--- config.mk ---
export PLATFORM = sky130hd
export DESIGN_NAME = grid_interact_arbiter
export DESIGN_NICKNAME = d
export VERILOG_FILES = /design/src/rtl/grid_interact_arbiter.sv
export SDC_FILE = /design/constraint.sdc
export NUM_CORES = 1
export LEC_CHECK = 0
export CAP_MARGIN = 20
export CELL_PAD_IN_SITES_DETAIL_PLACEMENT = 2
export CELL_PAD_IN_SITES_GLOBAL_PLACEMENT = 2
export CORE_MARGIN = 8
export CORE_UTILIZATION = 35
export CTS_CLUSTER_DIAMETER = 150
export DETAILED_ROUTE_END_ITERATION = 16
export GPL_TIMING_DRIVEN = 0
export MAX_ROUTING_LAYER = met4
export PLACE_DENSITY = 0.91
export SLEW_MARGIN = 20
export SYNTH_ARGS = -nofsm -noshare
export SYNTH_HDL_FRONTEND = slang
export SYNTH_SLANG_ARGS = --single-unit
export TNS_END_PERCENT = 50
--- constraint.sdc ---
create_clock -name clk_in -period 4.67 [get_ports clk_in]
set_input_delay 0.467 -clock clk_in [delete_from_list [all_inputs] [get_ports clk_in]]
set_output_delay 0.467 -clock clk_in [all_outputs]
set_load 0.02 [all_outputs]
--- src/rtl/grid_interact_arbiter.sv ---
// grid_interact_arbiter: owns the object grid, round-robin serializes player
// pick-up/place interactions onto it, and accepts level-setup cell loads.
// Ports:
//   clk_in, rst_n_in            clock, async active-low reset
//   req/grid_x/grid_y/...        per-player request and pose, sampled at grant
//   load_en/load_x/load_y/obj    single-cell level-setup write (IDLE only)
//   ack/result_obj/result_code   per-player completion pulse and outcome
//   busy                         high whenever not IDLE
//   object_grid                  registered grid contents [row][col]
module grid_interact_arbiter (
  input  logic                    clk_in,
  input  logic                    rst_n_in,
  input  logic [1:0]              req,
  input  logic [1:0][3:0]         grid_x,
  input  logic [1:0][2:0]         grid_y,
  input  logic [1:0][1:0]         player_direction,
  input  logic [1:0][3:0]         held_obj,
  input  logic                    load_en,
  input  logic [3:0]              load_x,
  input  logic [2:0]              load_y,
  input  logic [3:0]              load_obj,
  output logic [1:0]              ack,
  output logic [1:0][3:0]         result_obj,
  output logic [1:0][1:0]         result_code,
  output logic                    busy,
  output logic [7:0][12:0][3:0]   object_grid
);

  localparam int unsigned X_W   = 4;
  localparam int unsigned Y_W   = 3;
  localparam int unsigned MAX_X = 12;
  localparam int unsigned MAX_Y = 7;

  localparam logic [3:0] EMPTY = 4'd0;
  localparam logic [3:0] WALL  = 4'd15;

  localparam logic [1:0] DIR_LEFT  = 2'd0;
  localparam logic [1:0] DIR_RIGHT = 2'd1;
  localparam logic [1:0] DIR_UP    = 2'd2;

  localparam logic [1:0] RC_PICKUP  = 2'd0;
  localparam logic [1:0] RC_PLACE   = 2'd1;
  localparam logic [1:0] RC_BLOCKED = 2'd2;
  localparam logic [1:0] RC_OOB     = 2'd3;

  typedef enum logic [1:0] {ST_IDLE, ST_EXEC, ST_ACK} state_t;

  state_t                  r_state;
  state_t                  w_state_nxt;

  logic [1:0]              r_armed;
  logic                    r_last_grant;
  logic                    r_p;
  logic [3:0]              r_held;
  logic [X_W-1:0]          r_tx;
  logic [Y_W-1:0]          r_ty;
  logic                    r_inb;
  logic [1:0]              r_ack;
  logic [1:0][3:0]         r_res_obj;
  logic [1:0][1:0]         r_res_code;
  logic                    r_busy;
  logic [7:0][12:0][3:0]   r_grid;

  // Grant selection: on a tie the player not served last wins.
  logic [1:0]              w_elig;
  logic                    w_grant_p;
  logic                    w_grant;
  logic                    w_load_ok;

  assign w_elig    = req & r_armed;
  assign w_grant_p = (&w_elig) ? ~r_last_grant : w_elig[1];
  assign w_grant   = (r_state == ST_IDLE) && !load_en && (|w_elig);
  assign w_load_ok = load_en && (32'(load_x) <= MAX_X);

  // Target cell at one extra bit of width so edge moves land out of range
  // instead of wrapping onto a real cell.
  logic [X_W:0]            w_px, w_tx;
  logic [Y_W:0]            w_py, w_ty;
  logic                    w_inb;

  always_comb begin
    w_px = (X_W+1)'(grid_x[w_grant_p]);
    w_py = (Y_W+1)'(grid_y[w_grant_p]);
    w_tx = w_px;
    w_ty = w_py;
    case (player_direction[w_grant_p])
      DIR_LEFT:  w_tx = w_px - (X_W+1)'(1);
      DIR_RIGHT: w_tx = w_px + (X_W+1)'(1);
      DIR_UP:    w_ty = w_py - (Y_W+1)'(1);
      default:   w_ty = w_py + (Y_W+1)'(1);
    endcase
    w_inb = (32'(w_px) <= MAX_X) && (32'(w_tx) <= MAX_X) && (32'(w_ty) <= MAX_Y);
  end

  // State register.
  always_ff @(posedge clk_in or negedge rst_n_in) begin
    if (!rst_n_in) r_state <= ST_IDLE;
    else           r_state <= w_state_nxt;
  end

  // Next-state logic; a load in IDLE pre-empts any grant that cycle.
  always_comb begin
    w_state_nxt = r_state;
    case (r_state)
      ST_IDLE: if (w_grant) w_state_nxt = ST_EXEC;
      ST_EXEC: w_state_nxt = ST_ACK;
      ST_ACK:  w_state_nxt = ST_IDLE;
      default: w_state_nxt = ST_IDLE;
    endcase
  end

  // Read-modify-write decision for the registered interaction.
  logic [X_W-1:0]          w_rd_x;
  logic [Y_W-1:0]          w_rd_y;
  logic [3:0]              w_cell;
  logic [1:0]              w_code;
  logic [3:0]              w_res;
  logic                    w_we;
  logic [3:0]              w_wval;

  always_comb begin
    w_rd_x = r_inb ? r_tx : '0;
    w_rd_y = r_inb ? r_ty : '0;
    w_cell = r_grid[w_rd_y][w_rd_x];
    w_code = RC_BLOCKED;
    w_res  = r_held;
    w_we   = 1'b0;
    w_wval = EMPTY;
    if (!r_inb) begin
      w_code = RC_OOB;
    end else if (w_cell == WALL || r_held == WALL) begin
      w_code = RC_BLOCKED;
    end else if (r_held == EMPTY && w_cell != EMPTY) begin
      w_code = RC_PICKUP;
      w_res  = w_cell;
      w_we   = 1'b1;
      w_wval = EMPTY;
    end else if (r_held != EMPTY && w_cell == EMPTY) begin
      w_code = RC_PLACE;
      w_res  = EMPTY;
      w_we   = 1'b1;
      w_wval = r_held;
    end
  end

  // A low req re-arms its player even in the ACK cycle that disarms it.
  logic [1:0]              w_ack_clr;
  assign w_ack_clr = (r_state == ST_ACK) ? (2'b01 << r_p) : 2'b00;

  // Datapath, grid and registered outputs.
  always_ff @(posedge clk_in or negedge rst_n_in) begin
    if (!rst_n_in) begin
      r_armed      <= 2'b11;
      r_last_grant <= 1'b1;
      r_p          <= 1'b0;
      r_held       <= EMPTY;
      r_tx         <= '0;
      r_ty         <= '0;
      r_inb        <= 1'b0;
      r_ack        <= '0;
      r_res_obj    <= '0;
      r_res_code   <= '0;
      r_busy       <= 1'b0;
      r_grid       <= '0;
    end else begin
      r_busy  <= (w_state_nxt != ST_IDLE);
      r_ack   <= '0;
      r_armed <= (r_armed & ~w_ack_clr) | ~req;
      if (w_grant) begin
        r_p    <= w_grant_p;
        r_held <= held_obj[w_grant_p];
        r_tx   <= w_tx[X_W-1:0];
        r_ty   <= w_ty[Y_W-1:0];
        r_inb  <= w_inb;
      end
      if (r_state == ST_IDLE && w_load_ok) begin
        r_grid[load_y][load_x] <= load_obj;
      end
      if (r_state == ST_EXEC) begin
        if (w_we) r_grid[r_ty][r_tx] <= w_wval;
        r_ack[r_p]      <= 1'b1;
        r_res_obj[r_p]  <= w_res;
        r_res_code[r_p] <= w_code;
      end
      if (r_state == ST_ACK) begin
        r_last_grant <= r_p;
      end
    end
  end

  assign ack         = r_ack;
  assign result_obj  = r_res_obj;
  assign result_code = r_res_code;
  assign busy        = r_busy;
  assign object_grid = r_grid;

endmodule

* Yosys cells after proc, flatten, opt, wreduce, memory -nomap -nowiden
Index checks and enable logic that the tools add are counted.
** Operators by class
- Multiplexer cells :: 58
- $lt $le $gt $ge :: 17
- Bitwise logic cells :: 6
- Add/sub/neg operators :: 4
- Reduce and logical (&&, ||, !) cells :: 25
- Equality and inequality tests :: 6
- Shifts and indexed selects :: 1
** Operators by type and width (number)
- two-way mux 416 bit :: 3
- bitwise mux 416 bit :: 2
- demux 52 bit (select 3 bit) :: 2
- binary-select mux 52 bit (select 3 bit) :: 1
- two-way mux 52 bit :: 3
- two-way mux 4 bit :: 17
- demux 4 bit (select 4 bit) :: 2
- two-way mux 2 bit :: 10
- binary-select mux 4 bit (select 4 bit) :: 1
- less-than comparator 4 x 5 -> 1 bit, second input constant :: 3
- logical AND 1 bit :: 13
- less-than comparator 3 x 4 -> 1 bit, second input constant :: 3
- case mux 5 bit (2 select lines) :: 1
- two-way mux 3 bit :: 3
- bitwise mux 8 bit :: 1
- == test 4 bit, second input constant :: 2
- >= comparator 4 x 1 -> 1 bit, second input constant :: 2
- <= comparator 4 bit, second input constant :: 2
- zero test 4 bit :: 2
- case mux 4 bit (2 select lines) :: 1
- nonzero test 4 bit :: 2
- >= comparator 3 x 1 -> 1 bit, second input constant :: 2
- two-way mux 1 bit :: 6
- adder 4 x 1 -> 5 bit, second input constant :: 1
- 25 further kinds :: 32
** Storage, ports and cells
- Input port bits :: 42
- Output and inout port bits :: 431
- Logic and storage cells :: 235
- Register bits after elaboration :: 449

* Logic depth before layout (Yosys ltp)
- Word-level depth :: 14
- Mapped depth :: 18
- Gate-level depth less buffers :: 14

* Least setup slack after synthesis
OpenSTA, ideal clock, no wires.
- Kind :: flip-flop to flip-flop
- Start point :: register r_ty[0]
- End point :: register r_grid (netlist bit object_grid[224])
- Stages on the path, launching flop included :: 17
- Arrival time :: 3.971 ns
- Slack :: 0.619 ns
- Clock period less this slack :: 4.051 ns
- Buffers on the path :: 4
- Data required time :: 4.591 ns
- Setup time :: 0.079 ns
- Cell sequence :: dfrtp_1 buf_6 buf_8 buf_8 buf_4 o221ai_1 o21ai_0 a221oi_1 a211oi_1 o21a_1 nor4_1 ha_1 nor2_1 nand2_1 or4_1 nor2_2 mux2i_1
** Between the ends
- Word-level cells in the longest chain between the ends :: 14
- Elaborated cells between the ends (all ways) :: 27
- Those cells by class :: 2 x order compare; 1 x eq/ne; 18 x mux; 6 x reduce/logical
** RTL lines
- start: declaration :: line 56 : logic [Y_W-1:0] r_ty;
- start signal: assignment :: line 173 : r_ty <= w_ty[Y_W-1:0];
- two-way mux 3 bit :: line 123 : w_rd_y = r_inb ? r_ty : '0;
- binary-select mux 52 bit (select 3 bit) :: line 124 : w_cell = r_grid[w_rd_y][w_rd_x];
- two-way mux 52 bit (not written as such) :: line 124
- binary-select mux 4 bit (select 4 bit) :: line 124
- two-way mux 4 bit (not written as such) :: line 124
- zero test 4 bit :: line 138 : end else if (r_held != EMPTY && w_cell == EMPTY) begin
- logical AND 1 bit :: line 138
- two-way mux 4 bit :: line 138
- two-way mux 4 bit :: line 133 : end else if (r_held == EMPTY && w_cell != EMPTY) begin
- two-way mux 4 bit :: line 131 : end else if (w_cell == WALL || r_held == WALL) begin
- two-way mux 4 bit :: line 129 : if (!r_inb) begin
- bitwise mux 416 bit :: line 180 : if (w_we) r_grid[r_ty][r_tx] <= w_wval;
- two-way mux 416 bit (*) :: line 180
- two-way mux 416 bit (*) :: line 179 : if (r_state == ST_EXEC) begin
- end signal: indexed assignment :: line 177 : r_grid[load_y][load_x] <= load_obj;
- end signal: indexed assignment :: line 180
- end: declaration :: line 62 : logic [7:0][12:0][3:0] r_grid;
Every way passes the cells marked *; elsewhere a longest branch is shown, timed or not. The select of a mux whose other input is x is not followed.
A chain may end at the register's enable or synchronous reset.

* Final worst setup path
- Start point :: register r_state[1]
- End point :: register r_grid (netlist bit object_grid[140])
** Between the ends
- Word-level cells in the longest chain between the ends :: 6
- Elaborated cells between the ends (all ways) :: 7
- Those cells by class :: 1 x eq/ne; 4 x mux; 2 x reduce/logical
** RTL lines
- start: declaration :: line 48 : state_t r_state;
- start signal: assignment :: line 98 : else r_state <= w_state_nxt;
- zero test 2 bit :: line 176 : if (r_state == ST_IDLE && w_load_ok) begin
- logical AND 1 bit :: line 176
- two-way mux 416 bit :: line 176
- bitwise mux 416 bit :: line 180
- two-way mux 416 bit :: line 180
- two-way mux 416 bit (*) :: line 179
Every way passes the cells marked *; elsewhere a longest branch is shown, timed or not.

==> reports/qor.csv <==
stage,metric,value,unit
outcome,status,"complete, but fails checks",
outcome,failing checks,setup timing,
synth,Avg Inst Size Synth,11.2,um2
synth,adder-cell share of the synthesized area,0.467,%
power_and_ir_drop,Pleak,0.0151,uW
setup_path,CP arrival,5.53,ns
flow_run,MaxCap Viol Count,0,
synth,Compound-Gate Fraction of Synth Area,6.77,%
timing,unrepaired setup endpoints after global routing,yes,
setup_path,Required @ worst endpoint,5.15,ns
placement,IO Port Bufs,466,
clocking,Root Driver,clkbuf_16,
layout,NumNets Final,3100,
setup_path,crit-path max FO,10,
die,I/O Pins,473,
synth,YS warnings,0,
synth,Synth cell types,68,
synth,"Seq/Total Area, Yosys",40.3,%
synth,"Cell Area, Synth",27900,um2
layout,Area Overhead vs Synth,37.6,%
detailed_routing,Routed WL,203000,um
die,Starting Density,35.3,%
synth,xor and xnor area share after synthesis,0.220,%
clocking,H-tree depth,2,
detailed_routing,post-DR wirelength/cell,48.9,um
synth,largest family of logic cells by synthesized area,multiplexers,
synth,"FF+latch count, synth",449,
clocking,CTS tree,done,
detailed_routing,ANT nets after route,0,
synth,mux cell area share after synthesis,35.3,%
synth,Post-synth top flop,dfrtp_1,
clocking,worst skew pair latency,0.65,ns
global_routing,GRT overflow,0,
clocking,Clock Sinks,449,
detailed_routing,Detailed Route Iter0 Violations,3196,
placement,GPL Wtd Cong,1.04,
power_and_ir_drop,PwrDens,494,nW/um2
setup_path,Critical Path Start Type,flip-flop,
detailed_routing,vias,28209,
power_and_ir_drop,post-layout power,18900,uW
timing,worst setup margin,-0.381,ns
setup_path,Worst Setup End Kind,flip-flop,
synth,Synth Net Count,2552,
synth,"EDFF count, synth",0,
timing,Fmax achieved,198,MHz
global_routing,first-pass GRT wire length,267000,um
timing,final max-slew violation count,0,
synth,post-synthesis simple-gate area fraction,11.6,%
layout,share of cells above drive strength 1,20.4,%
timing,"Hold Vio Cnt, Final",0,
detailed_routing,DRC viols,0,
die,core box area,79000,um2
timing,Worst slew margin,1.57,%
global_routing,number of global-route vias before repair,29955,
global_routing,GRT Total Usage,44.1,%
timing,final worst path period share,108,%
power_and_ir_drop,Max VDD drop,0.339,mV
layout,Final Util,48.6,%
detailed_routing,vias per inst,6.79,
layout,post-route insts no fill,4155,
timing,clock skew,0.0427,ns
synth,Gate Count Post-Synth,2501,
timing,setup violators final,269,
setup_path,WS Path Type,flip-flop to flip-flop,
placement,DP HPWL,147000,um
die,Cell Rows,103,
global_routing,largest net degree at the start of global routing,102,
placement,dpl cells,4025,
timing,worst slew pin tran,1.48,ns
clocking,TritonCTS Buffers,54,
synth,"FFs w/ async S/R, synth",100,%
layout,fillers,7606,
worst_hold_path,HP Class,input port to flip-flop,
clocking,Longest Clk Path Bufs,3,
clocking,"Reg clk slew, reported paths",0.07,ns
die,Die Area,89000,um2
die,Die X,298,um
timing,crit path time final,5.05,ns
global_routing,initial antenna violation count,17,
detailed_routing,drt first pass iters,5,
die,Die H,298,um
[worst paths after layout]
path                       slack, ns               end  cells after the start          from
max                            -0.38  object_grid[140]                      8    r_state[1]
min                             0.38        r_armed[1]                      2        req[1]
max reg2reg                    -0.38  object_grid[140]                      8    r_state[1]
min reg2reg                     0.47      r_last_grant                      2  r_last_grant
max in group asynchronous       3.18  object_grid[182]                      4      rst_n_in
min in group asynchronous       0.44  object_grid[157]                      3      rst_n_in
[routing by layer]
metal | part of all wire (%) | wire, um | vias to the layer above | GRT usage [%]
met4 | 8.9 | 18000 | 0 | 30.7
met1 | 37 | 75300 | 14724 | 51.4
li1 | - | - | 10260 | -
met3 | 10 | 20800 | 848 | 11.6
met2 | 44 | 89100 | 2377 | 66.0
met5 | 0 | 0 | - | -
[cells by family (layout without fill, tap and decap cells)]
family	Yosys count	in the layout
multiplexers	955	955
AND/OR/NAND/NOR	543	543
flip-flops	449	449
AO/OA/AOI/OAI	270	270
buffers and inverters	267	852
adder cells (fa/ha/maj)	10	10
XOR/XNOR	7	7
other	0	19
[cell usage in the layout (no fill, tap or decap), types with 38 or more instances in the layout]
| cell | netlist | final |
|---|---|---|
| buf_4 | 10 | 53 |
| mux2i_1 | 917 | 860 |
| nor2_1 | 119 | 96 |
| buf_6 | 43 | 41 |
| clkbuf_1 | 110 | 75 |
| clkbuf_16 | 0 | 56 |
| dfrtp_1 | 446 | 445 |
| clkdlybuf4s50_1 | 0 | 465 |
| a21oi_1 | 49 | 38 |
| nor3_4 | 24 | 39 |
| nand2_1 | 165 | 152 |
[where the power goes]
part | switching, uW | internal [uW] | total (uW)
clock network | 1930 | 2450 | 4380
registers | 579 | 4260 | 4840
logic | 6670 | 3060 | 9730
[synthesized netlist by cell type, drive strengths merged, types with 38 or more instances]
master | instances | area share, %
clkbuf | 111 | 1.5
nor3 | 58 | 2.3
dfrtp | 446 | 40
and3 | 54 | 1.2
buf | 137 | 3.6
a21oi | 50 | 0.91
mux2i | 917 | 33
nor2b | 38 | 0.85
nor2 | 122 | 1.7
a211oi | 48 | 1.3
nand2 | 166 | 2.2
o21ai | 41 | 0.76
[cell type report]
cell class | instances | area, um2 | area share (%)
buffer | 204 | 1590 | 4.14
inverter | 19 | 72.6 | 0.189
antenna | 19 | 47.5 | 0.124
sequential | 449 | 11200 | 29.3
clock buffer | 77 | 1580 | 4.11
clock inverter | 16 | 163 | 0.424
tap | 1050 | 1310 | 3.42
timing repair buffer | 536 | 5630 | 14.7
multi-input combinational | 1785 | 16700 | 43.6
[what timing repair did]
action	CTS	global route
hold buffers	1	0
hold endpoints to repair	84	0
gates resized for setup	313	142
cloned	2	1
setup endpoints to repair	428	416
buffers inserted	34	24
pin swaps	39	31
[worst max-delay path, cell delays in order (launching register included)]
cell and delay, ns:
dfrtp_1 0.44, nor3b_1 0.89, o21ai_0 0.39, nor2_1 0.64, nand2_1 0.32, clkbuf_1 0.51
nor2_1 0.56, mux2i_1 1.00, mux2i_4 0.12
[flip-flops by register name, indices dropped and copies added, names as in the netlist]
signal / flops
ack: 2
busy: 1
object_grid: 416
r_armed: 2
r_held: 4
r_inb: 1
r_last_grant: 1
r_p: 1
r_state: 2
r_tx: 4
r_ty: 3
result_code: 4
result_obj: 8
[metrics by stage]
step	TNS [ns]	cell area, um2	setup slack (ns)	hold slack, ns
final	-14.68	38400	-0.381	0.380
after detailed placement	-908.80	34100	-2.79	0.458
after CTS	-0.171	37500	-0.0538	0.371
after floorplan	0	27900	0.619	0.171
after global routing	-21.04	38400	-0.212	0.403
after global placement	-8490.31	33900	-16.94	0.454
No activity file was read; power rests on OpenSTA's default activity.
